$ cat config.mk
export PLATFORM = sky130hd
export DESIGN_NAME = irq_controller
export DESIGN_NICKNAME = d
export VERILOG_FILES = /design/src/rtl/cpu_irq_pkg.sv /design/src/rtl/irq_prio_enc.sv /design/src/rtl/irq_controller.sv
export SDC_FILE = /design/constraint.sdc
export NUM_CORES = 1
export LEC_CHECK = 0
export CAP_MARGIN = 20
export CORE_MARGIN = 3
export CORE_UTILIZATION = 43
export CTS_CLUSTER_SIZE = 40
export DETAILED_ROUTE_END_ITERATION = 12
export DONT_BUFFER_PORTS = 1
export GPL_TIMING_DRIVEN = 0
export SLEW_MARGIN = 25
export SYNTH_ARGS = -nofsm -noshare
export SYNTH_HDL_FRONTEND = slang
export SYNTH_HIERARCHICAL = 1
export SYNTH_SLANG_ARGS = --single-unit
$ cat constraint.sdc
create_clock -name clk -period 1.54 [get_ports clk]
set_input_delay 0.077 -clock clk [delete_from_list [all_inputs] [get_ports clk]]
set_output_delay 0.077 -clock clk [all_outputs]
set_load 0.01 [all_outputs]
$ cat src/rtl/cpu_irq_pkg.sv
// Shared constants for the interrupt path: register map, decoder PC-select
// codes and the interrupt sequencer state encoding.
package cpu_irq_pkg;

    localparam logic [1:0] ADDR_ENABLE  = 2'd0;
    localparam logic [1:0] ADDR_PENDING = 2'd1;
    localparam logic [1:0] ADDR_CAUSE   = 2'd2;
    localparam logic [1:0] ADDR_CTRL    = 2'd3;

    // Decoder PC-select codes that mean "entering the kernel".
    localparam logic [2:0] PCSRC_IRQ  = 3'b100;
    localparam logic [2:0] PCSRC_XADR = 3'b101;

    localparam int CAUSE_EXC_BIT = 7;

    typedef enum logic [1:0] {
        IDLE    = 2'd0,
        REQ     = 2'd1,
        SERVICE = 2'd2
    } irq_state_e;

endpackage

$ cat src/rtl/irq_prio_enc.sv
// Lowest-index-wins priority encoder: index 0 is the most urgent source.
module irq_prio_enc #(
    parameter int NSRC = 4,
    parameter int ID_W = 3
) (
    input  logic [NSRC-1:0] req_i,
    output logic            valid_o,
    output logic [ID_W-1:0] id_o
);

    always_comb begin
        valid_o = |req_i;
        id_o    = '0;
        // Scan downwards so the lowest set index is the last assignment.
        for (int i = NSRC - 1; i >= 0; i--) begin
            if (req_i[i]) begin
                id_o = ID_W'(i);
            end
        end
    end

endmodule

$ cat src/rtl/irq_controller.sv
// Interrupt sequencer for the single-cycle MIPS core: edge-captured pending
// bits, enable mask, and the take/service/return handshake with the decoder.
module irq_controller
    import cpu_irq_pkg::*;
#(
    parameter int NSRC = 4,
    parameter int ID_W = 3
) (
    input  logic            clk,
    input  logic            reset,
    input  logic [NSRC-1:0] irq_src,
    input  logic            supervisor,
    input  logic [2:0]      pc_src,
    input  logic            bus_wr,
    input  logic [1:0]      bus_addr,
    input  logic [31:0]     bus_wdata,
    output logic [31:0]     bus_rdata,
    output logic            IRQ,
    output logic [1:0]      dbg_state
);

    irq_state_e      state_q, state_d;
    logic [NSRC-1:0] src_q;
    logic [NSRC-1:0] enable_q;
    logic [NSRC-1:0] pending_q, pending_d;
    logic [ID_W-1:0] cause_id_q;
    logic            cause_exc_q;
    logic            gie_q;
    logic            prev_sup_q;

    logic [NSRC-1:0] src_rise;
    logic            win_valid;
    logic [ID_W-1:0] win_id;
    logic            req;
    logic            take;
    logic            exc_entry;
    logic            wr_enable, wr_pending, wr_ctrl;
    logic            unused_wdata;

    assign src_rise   = irq_src & ~src_q;
    assign wr_enable  = bus_wr && (bus_addr == ADDR_ENABLE);
    assign wr_pending = bus_wr && (bus_addr == ADDR_PENDING);
    assign wr_ctrl    = bus_wr && (bus_addr == ADDR_CTRL);
    assign unused_wdata = ^bus_wdata[31:NSRC];

    irq_prio_enc #(
        .NSRC (NSRC),
        .ID_W (ID_W)
    ) u_prio (
        .req_i   (pending_q & enable_q),
        .valid_o (win_valid),
        .id_o    (win_id)
    );

    assign req = gie_q & win_valid;

    always_ff @(posedge clk or negedge reset) begin
        if (!reset) begin
            state_q <= IDLE;
        end else begin
            state_q <= state_d;
        end
    end

    // An exception always outranks a pending take; entering the kernel by any
    // other path while requesting parks us in SERVICE without consuming a source.
    always_comb begin
        state_d   = state_q;
        take      = 1'b0;
        exc_entry = 1'b0;
        case (state_q)
            IDLE: begin
                if (!supervisor) begin
                    if (pc_src == PCSRC_XADR) begin
                        state_d   = SERVICE;
                        exc_entry = 1'b1;
                    end else if (req) begin
                        state_d = REQ;
                    end
                end
            end
            REQ: begin
                if (supervisor) begin
                    state_d = SERVICE;
                end else if (pc_src == PCSRC_XADR) begin
                    state_d   = SERVICE;
                    exc_entry = 1'b1;
                end else if (pc_src == PCSRC_IRQ) begin
                    state_d = SERVICE;
                    take    = 1'b1;
                end else if (!req) begin
                    state_d = IDLE;
                end
            end
            SERVICE: begin
                if (prev_sup_q && !supervisor) begin
                    state_d = IDLE;
                end
            end
            default: state_d = IDLE;
        endcase
    end

    // Clears first, then new edges, so a same-cycle rising edge always survives.
    always_comb begin
        pending_d = pending_q;
        if (wr_pending) begin
            pending_d = pending_d & ~bus_wdata[NSRC-1:0];
        end
        for (int i = 0; i < NSRC; i++) begin
            if (take && win_valid && (win_id == ID_W'(i))) begin
                pending_d[i] = 1'b0;
            end
        end
        pending_d = pending_d | src_rise;
    end

    always_ff @(posedge clk or negedge reset) begin
        if (!reset) begin
            src_q       <= '0;
            enable_q    <= '0;
            pending_q   <= '0;
            cause_id_q  <= '0;
            cause_exc_q <= 1'b0;
            gie_q       <= 1'b0;
            prev_sup_q  <= 1'b0;
        end else begin
            src_q      <= irq_src;
            prev_sup_q <= supervisor;
            pending_q  <= pending_d;
            if (wr_enable) begin
                enable_q <= bus_wdata[NSRC-1:0];
            end
            if (wr_ctrl) begin
                gie_q <= bus_wdata[0];
            end
            if (take) begin
                cause_exc_q <= 1'b0;
                if (win_valid) begin
                    cause_id_q <= win_id;
                end
            end
            if (exc_entry) begin
                cause_exc_q <= 1'b1;
            end
        end
    end

    always_comb begin
        bus_rdata = '0;
        case (bus_addr)
            ADDR_ENABLE:  bus_rdata[NSRC-1:0] = enable_q;
            ADDR_PENDING: bus_rdata[NSRC-1:0] = pending_q;
            ADDR_CAUSE: begin
                bus_rdata[ID_W-1:0]      = cause_id_q;
                bus_rdata[CAUSE_EXC_BIT] = cause_exc_q;
            end
            ADDR_CTRL:    bus_rdata[0] = gie_q;
            default:      bus_rdata = '0;
        endcase
    end

    assign IRQ       = (state_q == REQ);
    assign dbg_state = state_q;

endmodule
==> impl_results.md, run 1 <==
- Flop and latch count out of synthesis: 20
- Biggest area contributors in the synthesized netlist: dfrtp_1 40%, buf_4 17%, mux2_2 4.5%
- Detailed-route wire length per cell: 13.18 um
- Count of endpoints failing hold in the final timing report: 0
- Peak Freq: 674.6 MHz
- PnR Total Power: 1.438 mW
- CP startpoint kind: flop
- Max-slew violation total from the final report: 0
- Worst setup skew after layout: 0.004367 ns
- Number of placement rows: 18
- Cell breakdown of the critical path: and2_4 > inv_1 > a21oi_4 > or3_1 > o221a_2
- Chip Width: 60.05 um
- Result of the run: finished, final reports clean
- Initial core utilization: 47.67%
- Data arrival time of the critical path: 1.68 ns
- Filler instances: 230
- Top_reg_cell synth: dfrtp_1
- Placer congestion estimate: 0.7589
- Share of flip-flops with an asynchronous set or reset after synthesis: 100.0%
- Cell taking the most area after synthesis: dfrtp_1
- Cell area after synthesis: 0.001256 sq mm
- Worst slew pin tran: 0.9479 ns
- Number of antenna diodes: 0
- Synth Area per Inst: 10.38 sq um
- Post-synthesis cell count: 121
- Root buffer cell: clkbuf_4
- Number of synthesis warnings: 6
- Antenna violations before repair: 0
- Vias per cell: 4.584
- Worst Setup End Kind: flop
- Finished Core Util: 61.78%
- Number of I/O pins: 80
- Number of violations of the max-capacitance limit: 0
- Max transition margin: 36.60%
- Post-synthesis cell type count: 30
- Estimated wirelength of the detail-placed design: 1932 um
- Maximum resistive drop on vdd: 0.5050 mV
- Non-Filler Instances: 197
- Via Count: 903
- Total length of routed wires: 2597 um
- Total global routing overflow: 0
- Core Area: 0.002635 sq mm
- Number of nets in the layout: 214
- Post-CTS clock slew at the launch and capture registers of the worst setup and hold paths: 0.11 ns
- Reg area: 501.7 sq um
- Worst skew pair latency: 0.30 ns
- Placed Cells: 177
- Vertical die dimension: 60.05 um
- WS Path Type: flop to flop
- First DRT Iteration DRCs: 30
- Maximum number of pins on one net before global-route repair: 21
- Total negative setup slack: 0 ns
- Global-route wire length before repair: 3850 um
- CP delay by family, top: simple AND/OR/NAND/NOR gates
- Clock tree from TritonCTS: built
- Leak pwr: 0.7902 nW
- Post-layout minimum cycle time: 1.482 ns
- Slowest stage cell, crit path: dfrtp_1
- Setup repair after global routing missed its margin: no
- Num Clock Sinks: 20
- Port buffer count: 0
- Clock H-tree levels: 1
- Pwr per Cell Area: 883.3 mW/mm^2
- Sum of buffers and inverters on the critical path: 1
- Delay contributed by the slowest stage of the critical path: 0.42 ns
- Top-area cell type share of the netlist area: 39.84%
- Req. time, crit path: 1.74 ns
- Top cells by instance count after synthesis: 28 x buf_4, 20 x dfrtp_1, 8 x nand2b_1
- Share of the cycle needed by the critical path after routing: 96.26%
- Setup violations, final: 0
- Sequential share of the synthesized area: 39.84%
- Number of enable-type register cells in the synthesized netlist: 0
- Vias in the first global route: 842
- Area of the multi-input gates: 689.4 sq um
- Fraction of layout instances using a drive strength above 1: 37.72%
- Post-route antenna net violation count: 0
- Largest driver fanout on the critical path: 5
- Tightest Hold Check Type: input pin to flop
- Most used standard cell by instance count after synthesis: buf_4
- DIE AREA: 0.003606 sq mm
- Inserted Clock Buffers: 3
- DRC Markers: 0
- Area growth syn-to-layout: 29.58%
- Maximum root-to-sink buffer count: 2
- All-layer global routing usage: 14.72%
- Drt pass-1 iters: 4
-- where the power goes --
group	internal (mW)	switching (mW)	total [mW]
Sequential	0.607	0.0788	0.686
Combinational	0.281	0.216	0.497
Clock	0.0913	0.164	0.255
-- registers in the layout, summed over array words and instances (netlist names) --
register	flops
dbg_state	2
cause_exc_q	1
src_q	4
pending_q	4
prev_sup_q	1
cause_id_q	3
enable_q	4
gie_q	1
-- placed cells by master, fill, tap and decap left out, types with 4 or more instances in the layout --
master	count
mux2_2	5
and2_4	4
nor2_1	6
nand2b_1	7
dfrtp_1	19
nand2_1	6
buf_4	33
conb_1	28
nand3_1	5
dlygate4sd3_1	12
o21ai_0	4
-- cell type report --
type                       count  share of cell area [%]
tap                           30                   2.306
sequential                    20                   30.82
clock buffer                   3                   1.384
timing repair buffer          17                   9.685
multi-input combinational     97                   42.35
buffer                        29                   13.22
inverter                       1                  0.2306
-- cell families (layout without fill, tap and decap cells) --
| kind of cell | Yosys count | count (layout) | share of synthesized area [%] |
|---|---|---|---|
| and+or+nand+nor | 47 | 47 | 23.51 |
| buffers and inverters | 30 | 50 | 17.43 |
| DFF | 20 | 20 | 39.84 |
| muxes | 12 | 12 | 12.25 |
| AOI/OAI and AO/OA | 10 | 10 | 6.375 |
| other | 2 | 28 | 0.5978 |
-- path summary, 6_finish.rpt --
path / endpoint / start / cells after the start / slack [ns]
worst max-delay path: pending_q[0] / enable_q[1] / 5 / 0.06
worst min-delay path: pending_q[2] / irq_src[2] / 3 / 0.06
worst max register to register: pending_q[0] / enable_q[1] / 5 / 0.06
worst min register to register: cause_exc_q / cause_exc_q / 1 / 0.51
max in group asynchronous: dbg_state[1] / reset / 1 / 0.55
min in group asynchronous: cause_id_q[2] / reset / 1 / 0.35
-- routing by layer --
| metal | wire (um) | track usage, % | up-vias |
|---|---|---|---|
| met4 | 31 | 5.696 | 0 |
| li1 | - | - | 452 |
| met5 | 0 | 0 | - |
| met3 | 206 | 2.376 | 4 |
| met1 | 1038 | 18.16 | 410 |
| met2 | 1320 | 25.46 | 37 |
-- what timing repair did --
item,in CTS,in global routing
pin swaps,3,2
resized for setup,5,9
gates cloned,0,0
setup endpoints to repair,7,6
endpoints found under the hold margin,37,0
setup buffers,3,2
hold buffers,12,0
-- stage by stage --
stage               instance area [sq um]  hold WS, ns  setup slack, ns
global placement                     1391      -0.2181         -0.04198
finish                               1628      0.05935          0.05760
detailed placement                   1391      -0.2180          -0.1111
CTS                                  1582      0.05100          0.02325
global route                         1628      0.07077         0.008816
floorplan                            1354      -0.2186          0.02670
-- worst register-to-register path: cells and delay by family (launching register included) --
family	cells	cell delay, ns
AOI/OAI and AO/OA	2	0.33
buffers and inverters	1	0.09
DFF	1	0.42
and+or+nand+nor	2	0.55
Note: power is estimated with default switching activity, not from simulation.
==> inputs of run 2 (changes only) <==
--- a/config.mk
+++ b/config.mk
@@ -5,15 +5,14 @@
 export SDC_FILE = /design/constraint.sdc
 export NUM_CORES = 1
 export LEC_CHECK = 0
+export ABC_AREA = 1
 export CAP_MARGIN = 20
 export CORE_MARGIN = 3
 export CORE_UTILIZATION = 43
 export CTS_CLUSTER_SIZE = 40
 export DETAILED_ROUTE_END_ITERATION = 12
 export DONT_BUFFER_PORTS = 1
-export GPL_TIMING_DRIVEN = 0
 export SLEW_MARGIN = 25
 export SYNTH_ARGS = -nofsm -noshare
 export SYNTH_HDL_FRONTEND = slang
-export SYNTH_HIERARCHICAL = 1
 export SYNTH_SLANG_ARGS = --single-unit
==> run 2 against run 1 <==
Effect of this change:
- clock power hardly changed
- hold slack got worse by 0.021 ns
- via count is 1.8% lower
- utilization down 12 points
- power down 9.9%
- routed wire length decreased by 22%
- clock-buffer cell count is the same
- critical path depth rose by 1
- global-route usage down 1.8 points
- critical endpoint is now pending_q[2]
==> impl_results.md, run 2 <==
- Largest driver fanout on the critical path: 5
- Worst setup skew after layout: 0.007084 ns
- Number of nets in the layout: 217
- Share of synthesized area spent on multiplexers: 0%
- Vertical die dimension: 58.36 um
- Vias in the first global route: 773
- Chip Width: 58.36 um
- Peak Freq: 754.6 MHz
- Setup violations, final: 0
- Post-route antenna net violation count: 0
- Pwr per Cell Area: 1021 mW/mm^2
- Leak pwr: 0.6701 nW
- Post-synthesis cell type count: 18
- All-layer global routing usage: 12.96%
- Adder-Cell Fraction of Synth Area: 0%
- Worst skew pair latency: 0.31 ns
- Commonest cells after routing, fill and taps aside: 36 x nand2_1, 27 x conb_1, 19 x dfrtp_1, 18 x inv_1, 13 x dlygate4sd3_1
- Estimated wirelength of the detail-placed design: 1622 um
- XOR/XNOR Fraction of Synth Area: 0%
- Area fraction in compound gates after synthesis: 9.448%
- Req. time, crit path: 1.73 ns
- WS Path Type: flop to flop
- Top_reg_cell synth: dfrtp_1
- Number of violations of the max-capacitance limit: 0
- Cell internal power dissipation: 0.8220 mW
- Simple-gate share of the synthesized area: 25.69%
- Cells resized by post-CTS repair: 0
- Data arrival time of the critical path: 1.52 ns
- Detailed-route wire length per cell: 10.10 um
- Setup Slack @ Placement: 0.2337 ns
- Hold-fix buffers at CTS: 13
- Total length of routed wires: 2030 um
- Post-synthesis cell count: 155
- Synth Area per Inst: 7.604 sq um
- Sequential share of the synthesized area: 40.34%
- Share of flip-flops with an asynchronous set or reset after synthesis: 100.0%
- Total global routing overflow: 0
- Top cells by instance count after synthesis: 36 x nand2_1, 27 x buf_4, 19 x dfrtp_1
- Filler instances: 248
- Max transition margin: 46.00%
- Number of enable-type register cells in the synthesized netlist: 0
- Registers with the most flip-flops: enable_q: 4 flops, pending_q: 4 flops, src_q: 4 flops
- Post-CTS clock slew at the launch and capture registers of the worst setup and hold paths: 0.11 ns
- Tightest Hold Check Type: input pin to flop
- Clock H-tree levels: 1
- Smallest setup slack after layout: 0.2148 ns
- Result of the run: finished, final reports clean
- Most frequent standard cell in the layout excluding fill and tap cells: nand2_1
- Core Area: 0.002545 sq mm
- Count of endpoints failing hold in the final timing report: 0
- Maximum resistive drop on vdd: 0.5580 mV
- Biggest area contributors in the synthesized netlist: dfrtp_1 40%, buf_4 17%, nand2_1 11%
- DRC Markers: 0
- DIE AREA: 0.003405 sq mm
- Post-layout minimum cycle time: 1.325 ns
- Num Clock Sinks: 19
- Drt pass-1 iters: 4
- Fraction of layout instances using a drive strength above 1: 11.70%
- Clk pwr share: 19.5%
- Port buffer count: 0
- Cell taking the most area after synthesis: dfrtp_1
- Inserted Clock Buffers: 3
- Root buffer cell: clkbuf_4
- Maximum number of pins on one net before global-route repair: 20
- Maximum root-to-sink buffer count: 2
- Max-slew violation total from the final report: 0
- Share of the cycle needed by the critical path after routing: 86.05%
- CP startpoint kind: flop
- Initial core utilization: 46.31%
- Clock tree from TritonCTS: built
- Most used standard cell by instance count after synthesis: nand2_1
- Total negative setup slack: 0 ns
- Via Count: 887
- Top-area cell type share of the netlist area: 40.34%
- Setup repair after global routing missed its margin: no
- Placer congestion estimate: 0.7652
- First DRT Iteration DRCs: 11
- Share of total power in sequential cells: 51.3%
- Switching portion of total power: 36.53%
- Antenna violations before repair: 0
- PnR Total Power: 1.295 mW
- Part of the power in combinational logic: 29.2%
- Number of synthesis warnings: 0
- Worst slew pin tran: 0.8073 ns
- Number of placement rows: 18
- Area growth syn-to-layout: 7.644%
- Global-route wire length before repair: 3318 um
- Worst Setup End Kind: flop
- Dominant combinational cell family by area after synthesis: simple AND/OR/NAND/NOR gates
- Flop and latch count out of synthesis: 19
- Number of I/O pins: 80
- Net switching power of the design: 0.4732 mW
- Cell area after synthesis: 0.001179 sq mm
- Vias per cell: 4.413
- Number of antenna diodes: 0
- Post-CTS setup repair buffer count: 0
run 2: cell types whose count changed in the layout (fill, tap and decap cells not counted), sizes merged, moves of 9 or more:
cell / previous run / this run
nand2: 7 / 42
o21ai: 4 / 13
inv: 1 / 22
buf: 34 / 0
run 2: worst max-delay path, stage by stage (launching register included):
cell and delay, ns:
dfrtp_1 0.48, nor2_2 0.18, nand2_2 0.09, nor2_4 0.15
nand2_1 0.11, nor2_1 0.13, o22ai_1 0.08
run 2: worst paths after layout:
| kind | endpoint | start | slack (ns) | cells after the start |
|---|---|---|---|---|
| max | pending_q[2] | dbg_state[1] | 0.21 | 6 |
| min | cause_exc_q | pc_src[0] | 0.04 | 4 |
| max reg2reg | pending_q[2] | dbg_state[1] | 0.21 | 6 |
| min reg2reg | pending_q[2] | src_q[2] | 0.44 | 1 |
| max in group asynchronous | src_q[3] | reset | 0.74 | 1 |
| min in group asynchronous | src_q[0] | reset | 0.29 | 1 |
run 2: layer usage:
layer / wire length [um] / vias up / GRT usage [%] / share of wire (%)
li1: - / 457 / - / -
met1: 811 / 385 / 16.55 / 40
met2: 970 / 40 / 19.94 / 48
met3: 199 / 5 / 2.851 / 9.8
met4: 48 / 0 / 7.947 / 2.4
met5: 0 / - / 0 / 0
run 2: power by group through the flow:
stage	Combinational [mW]	Clock (mW)	Sequential, mW
after floorplan	0.353	0	0.654
after global placement	0.338	0	0.672
after detailed placement	0.346	0	0.678
after CTS	0.384	0.264	0.667
after global routing	0.441	0.301	0.681
final	0.378	0.252	0.665
run 2: cells by family (layout without fill, tap and decap cells):
| family | after synthesis | count (layout) |
|---|---|---|
| flops | 19 | 19 |
| other cells | 1 | 27 |
| compound gates | 20 | 20 |
| buf+inv | 49 | 39 |
| simple gates | 66 | 66 |
run 2: cell type report:
| class | count | area, sq um | area share [%] |
|---|---|---|---|
| repair buffers | 13 | 130.1 | 10.26 |
| clock buffers | 3 | 22.52 | 1.775 |
| flip-flops and latches | 19 | 475.5 | 37.48 |
| well taps | 30 | 37.54 | 2.959 |
| multi-input cells | 113 | 515.5 | 40.63 |
| clock inverters | 1 | 5.005 | 0.3945 |
| inverters | 22 | 82.58 | 6.509 |
run 2: stage by stage:
step                      hold slack (ns)  cell area (sq um)  util (%)  instances
after global placement            -0.2179               1111     43.66        184
after detailed placement          -0.2180               1111     43.66        184
after global routing              0.04175               1269     49.85        201
after CTS                         0.04731               1269     49.85        201
after floorplan                   -0.2186               1276         -        181
final                             0.03812               1269     49.85        201
==> inputs of run 3 (changes only) <==
==> constraint.sdc (replaced) <==
create_clock -name clk -period 1.54 [get_ports clk]
set_input_delay 0 -clock clk [delete_from_list [all_inputs] [get_ports clk]]
set_output_delay 0 -clock clk [all_outputs]
set_load 0.01 [all_outputs]
==> run 3 against run 2 <==
Effect of this change:
- the flow now finishes with violations (hold timing)
- critical path depth fell by 1
- hold slack got worse by 0.048 ns
- design area rose by 2.8%
- non-clock buffer count rose by 3
- sequential share of layout area fell by 1.0 points
- clock power barely moved
- clock skew fell by 0.0045 ns
- setup slack got worse by 0.14 ns
- critical path type is now input pin to flop
==> impl_results.md, run 3 (synthesis results as in run 2) <==
- Result of the run: finished, violations left
- Violations in the final reports: hold timing
- Setup repair after global routing missed its margin: no
- Placer congestion estimate: 0.7652
- Registers with the most flip-flops: enable_q: 4 flops, pending_q: 4 flops, src_q: 4 flops
- Count of endpoints failing hold in the final timing report: 1
- Placed Cells: 184
- Clock tree from TritonCTS: built
- Total length of routed wires: 2118 um
- Filler instances: 245
- Chip Width: 58.36 um
- Clock H-tree levels: 1
- Maximum number of pins on one net before global-route repair: 20
- Port buffer count: 0
- Total negative setup slack: 0 ns
- CP delay by family, top: buffers and inverters
- Reg-to-reg setup timing slack: 0.22 ns
- Post-layout minimum cycle time: 1.464 ns
- Cell breakdown of the critical path: dlygate4sd3_1 > nor2_4 > nand2_2 > dlygate4sd3_1 > o21ai_1
- Area growth syn-to-layout: 10.62%
- Core Area: 0.002545 sq mm
- Inserted Clock Buffers: 3
- Number of placement rows: 18
- Max-slew violation total from the final report: 0
- Post-CTS clock slew at the launch and capture registers of the worst setup and hold paths: 0.11 ns
- Maximum root-to-sink buffer count: 2
- Tightest Hold Check Type: input pin to flop
- Number of antenna diodes: 0
- Vias per cell: 4.402
- Root buffer cell: clkbuf_4
- Worst setup skew after layout: 0.002553 ns
- Most used cell, CP: dlygate4sd3_1
- Drt pass-1 iters: 4
- Vertical die dimension: 58.36 um
- Finished Core Util: 51.23%
- Num Clock Sinks: 19
- Req. time, crit path: 1.78 ns
- Fraction of layout instances using a drive strength above 1: 11.49%
- Commonest cells after routing, fill and taps aside: 36 x nand2_1, 27 x conb_1, 19 x dfrtp_1, 18 x inv_1, 16 x dlygate4sd3_1
- Pwr per Cell Area: 1003 mW/mm^2
- Standard cell area after detailed placement: 0.001111 sq mm
- Post-route antenna net violation count: 0
- Hold_sp: pc_src[1]
- CP startpoint kind: input pin
- Detailed-route wire length per cell: 10.38 um
- Data arrival time of the critical path: 1.70 ns
- Number of stages on the worst hold path: 5
- Initial core utilization: 46.31%
- Cell depth of the worst flop-to-flop path: 6
- Via Count: 898
- Number of violations of the max-capacitance limit: 0
- Number of nets in the layout: 220
- Worst Setup End Kind: flop
- Non-Filler Instances: 204
- Slowest stage cell, crit path: dlygate4sd3_1
- PnR Total Power: 1.308 mW
- Worst reg2reg endpoint: pending_q[2]
- All-layer global routing usage: 13.47%
- Most frequent standard cell in the layout excluding fill and tap cells: nand2_1
- Delay contributed by the slowest stage of the critical path: 0.65 ns
- Max transition margin: 45.79%
- First DRT Iteration DRCs: 20
- Sum of buffers and inverters on the critical path: 2
- Worst skew pair latency: 0.31 ns
- Antenna violations before repair: 0
- Launching point of the worst reg2reg path: dbg_state[1]
- DRC Markers: 0
- Global-route wire length before repair: 3456 um
- Leak pwr: 0.6813 nW
- Estimated wirelength of the detail-placed design: 1622 um
- WS Path Type: input pin to flop
- Area of all placed cells without fillers: 0.001304 sq mm
- Share of the cycle needed by the critical path after routing: 95.04%
- DIE AREA: 0.003405 sq mm
- Hold Crit Endpoint: cause_exc_q
- Largest driver fanout on the critical path: 6
- Peak Freq: 683.3 MHz
- Worst slew pin tran: 0.8105 ns
- Vias in the first global route: 811
- Total global routing overflow: 0
- Post-CTS setup repair buffer count: 0
- Worst slack on hold paths: -0.009853 ns
- Number of I/O pins: 80
- Maximum resistive drop on vdd: 0.5584 mV
- Setup violations, final: 0
## run 3: cell types whose count changed in the layout (fill, tap and decap cells not counted), sizes merged
cell	change
dlygate4sd3	+3
## run 3: worst register-to-register path: stages, from the launching register on
cell,delay (ns)
dfrtp_1,0.48
nor2_2,0.18
nand2_2,0.09
nor2_4,0.15
nand2_1,0.11
nor2_1,0.13
o22ai_1,0.08
## run 3: area by class of cell
type / instances / area [sq um] / area share [%]
clock buffer: 3 / 22.52 / 1.727
clock inverter: 1 / 5.005 / 0.3839
inverter: 22 / 82.58 / 6.334
multi-input combinational: 113 / 520.5 / 39.92
sequential: 19 / 475.5 / 36.47
tap: 30 / 37.54 / 2.879
timing repair buffer: 16 / 160.2 / 12.28
## run 3: power by group
part | internal (mW) | total [mW] | switching [mW] | leakage, nW
sequential | 0.585 | 0.665 | 0.0796 | 0.223
combinational | 0.145 | 0.388 | 0.243 | 0.440
clock | 0.0972 | 0.255 | 0.158 | 0.0177
## run 3: repair_timing
action	in CTS	in global routing
resized for setup	0	1
hold buffers	16	0
setup endpoints to repair	0	1
hold endpoints to repair	35	0
## run 3: worst max-delay path by stage
stage                             from  slack [ns]      endpoint  cells after the start
after global placement    dbg_state[1]        0.25  pending_q[2]                      6
after floorplan           dbg_state[1]        0.41  pending_q[3]                      6
after global routing       bus_addr[1]        0.06   enable_q[1]                      5
final                      bus_addr[1]        0.08   enable_q[3]                      5
after detailed placement  dbg_state[1]        0.23  pending_q[2]                      6
after CTS                  bus_addr[1]        0.03   enable_q[1]                      5
## run 3: metrics by stage
step | setup WS (ns) | hold WS [ns]
after CTS | 0.02633 | 0.0006660
after detailed placement | 0.2337 | -0.2950
after floorplan | 0.4145 | -0.2956
after global routing | 0.06285 | 0.004331
final | 0.07644 | -0.009853
after global placement | 0.2481 | -0.2949
## run 3: layer usage
layer	up-vias	track usage [%]	share of wire (%)
met4	0	7.947	2.3
met1	391	16.83	41
met2	39	21.37	47
li1	463	-	-
met5	-	0	0
met3	5	2.851	9.5
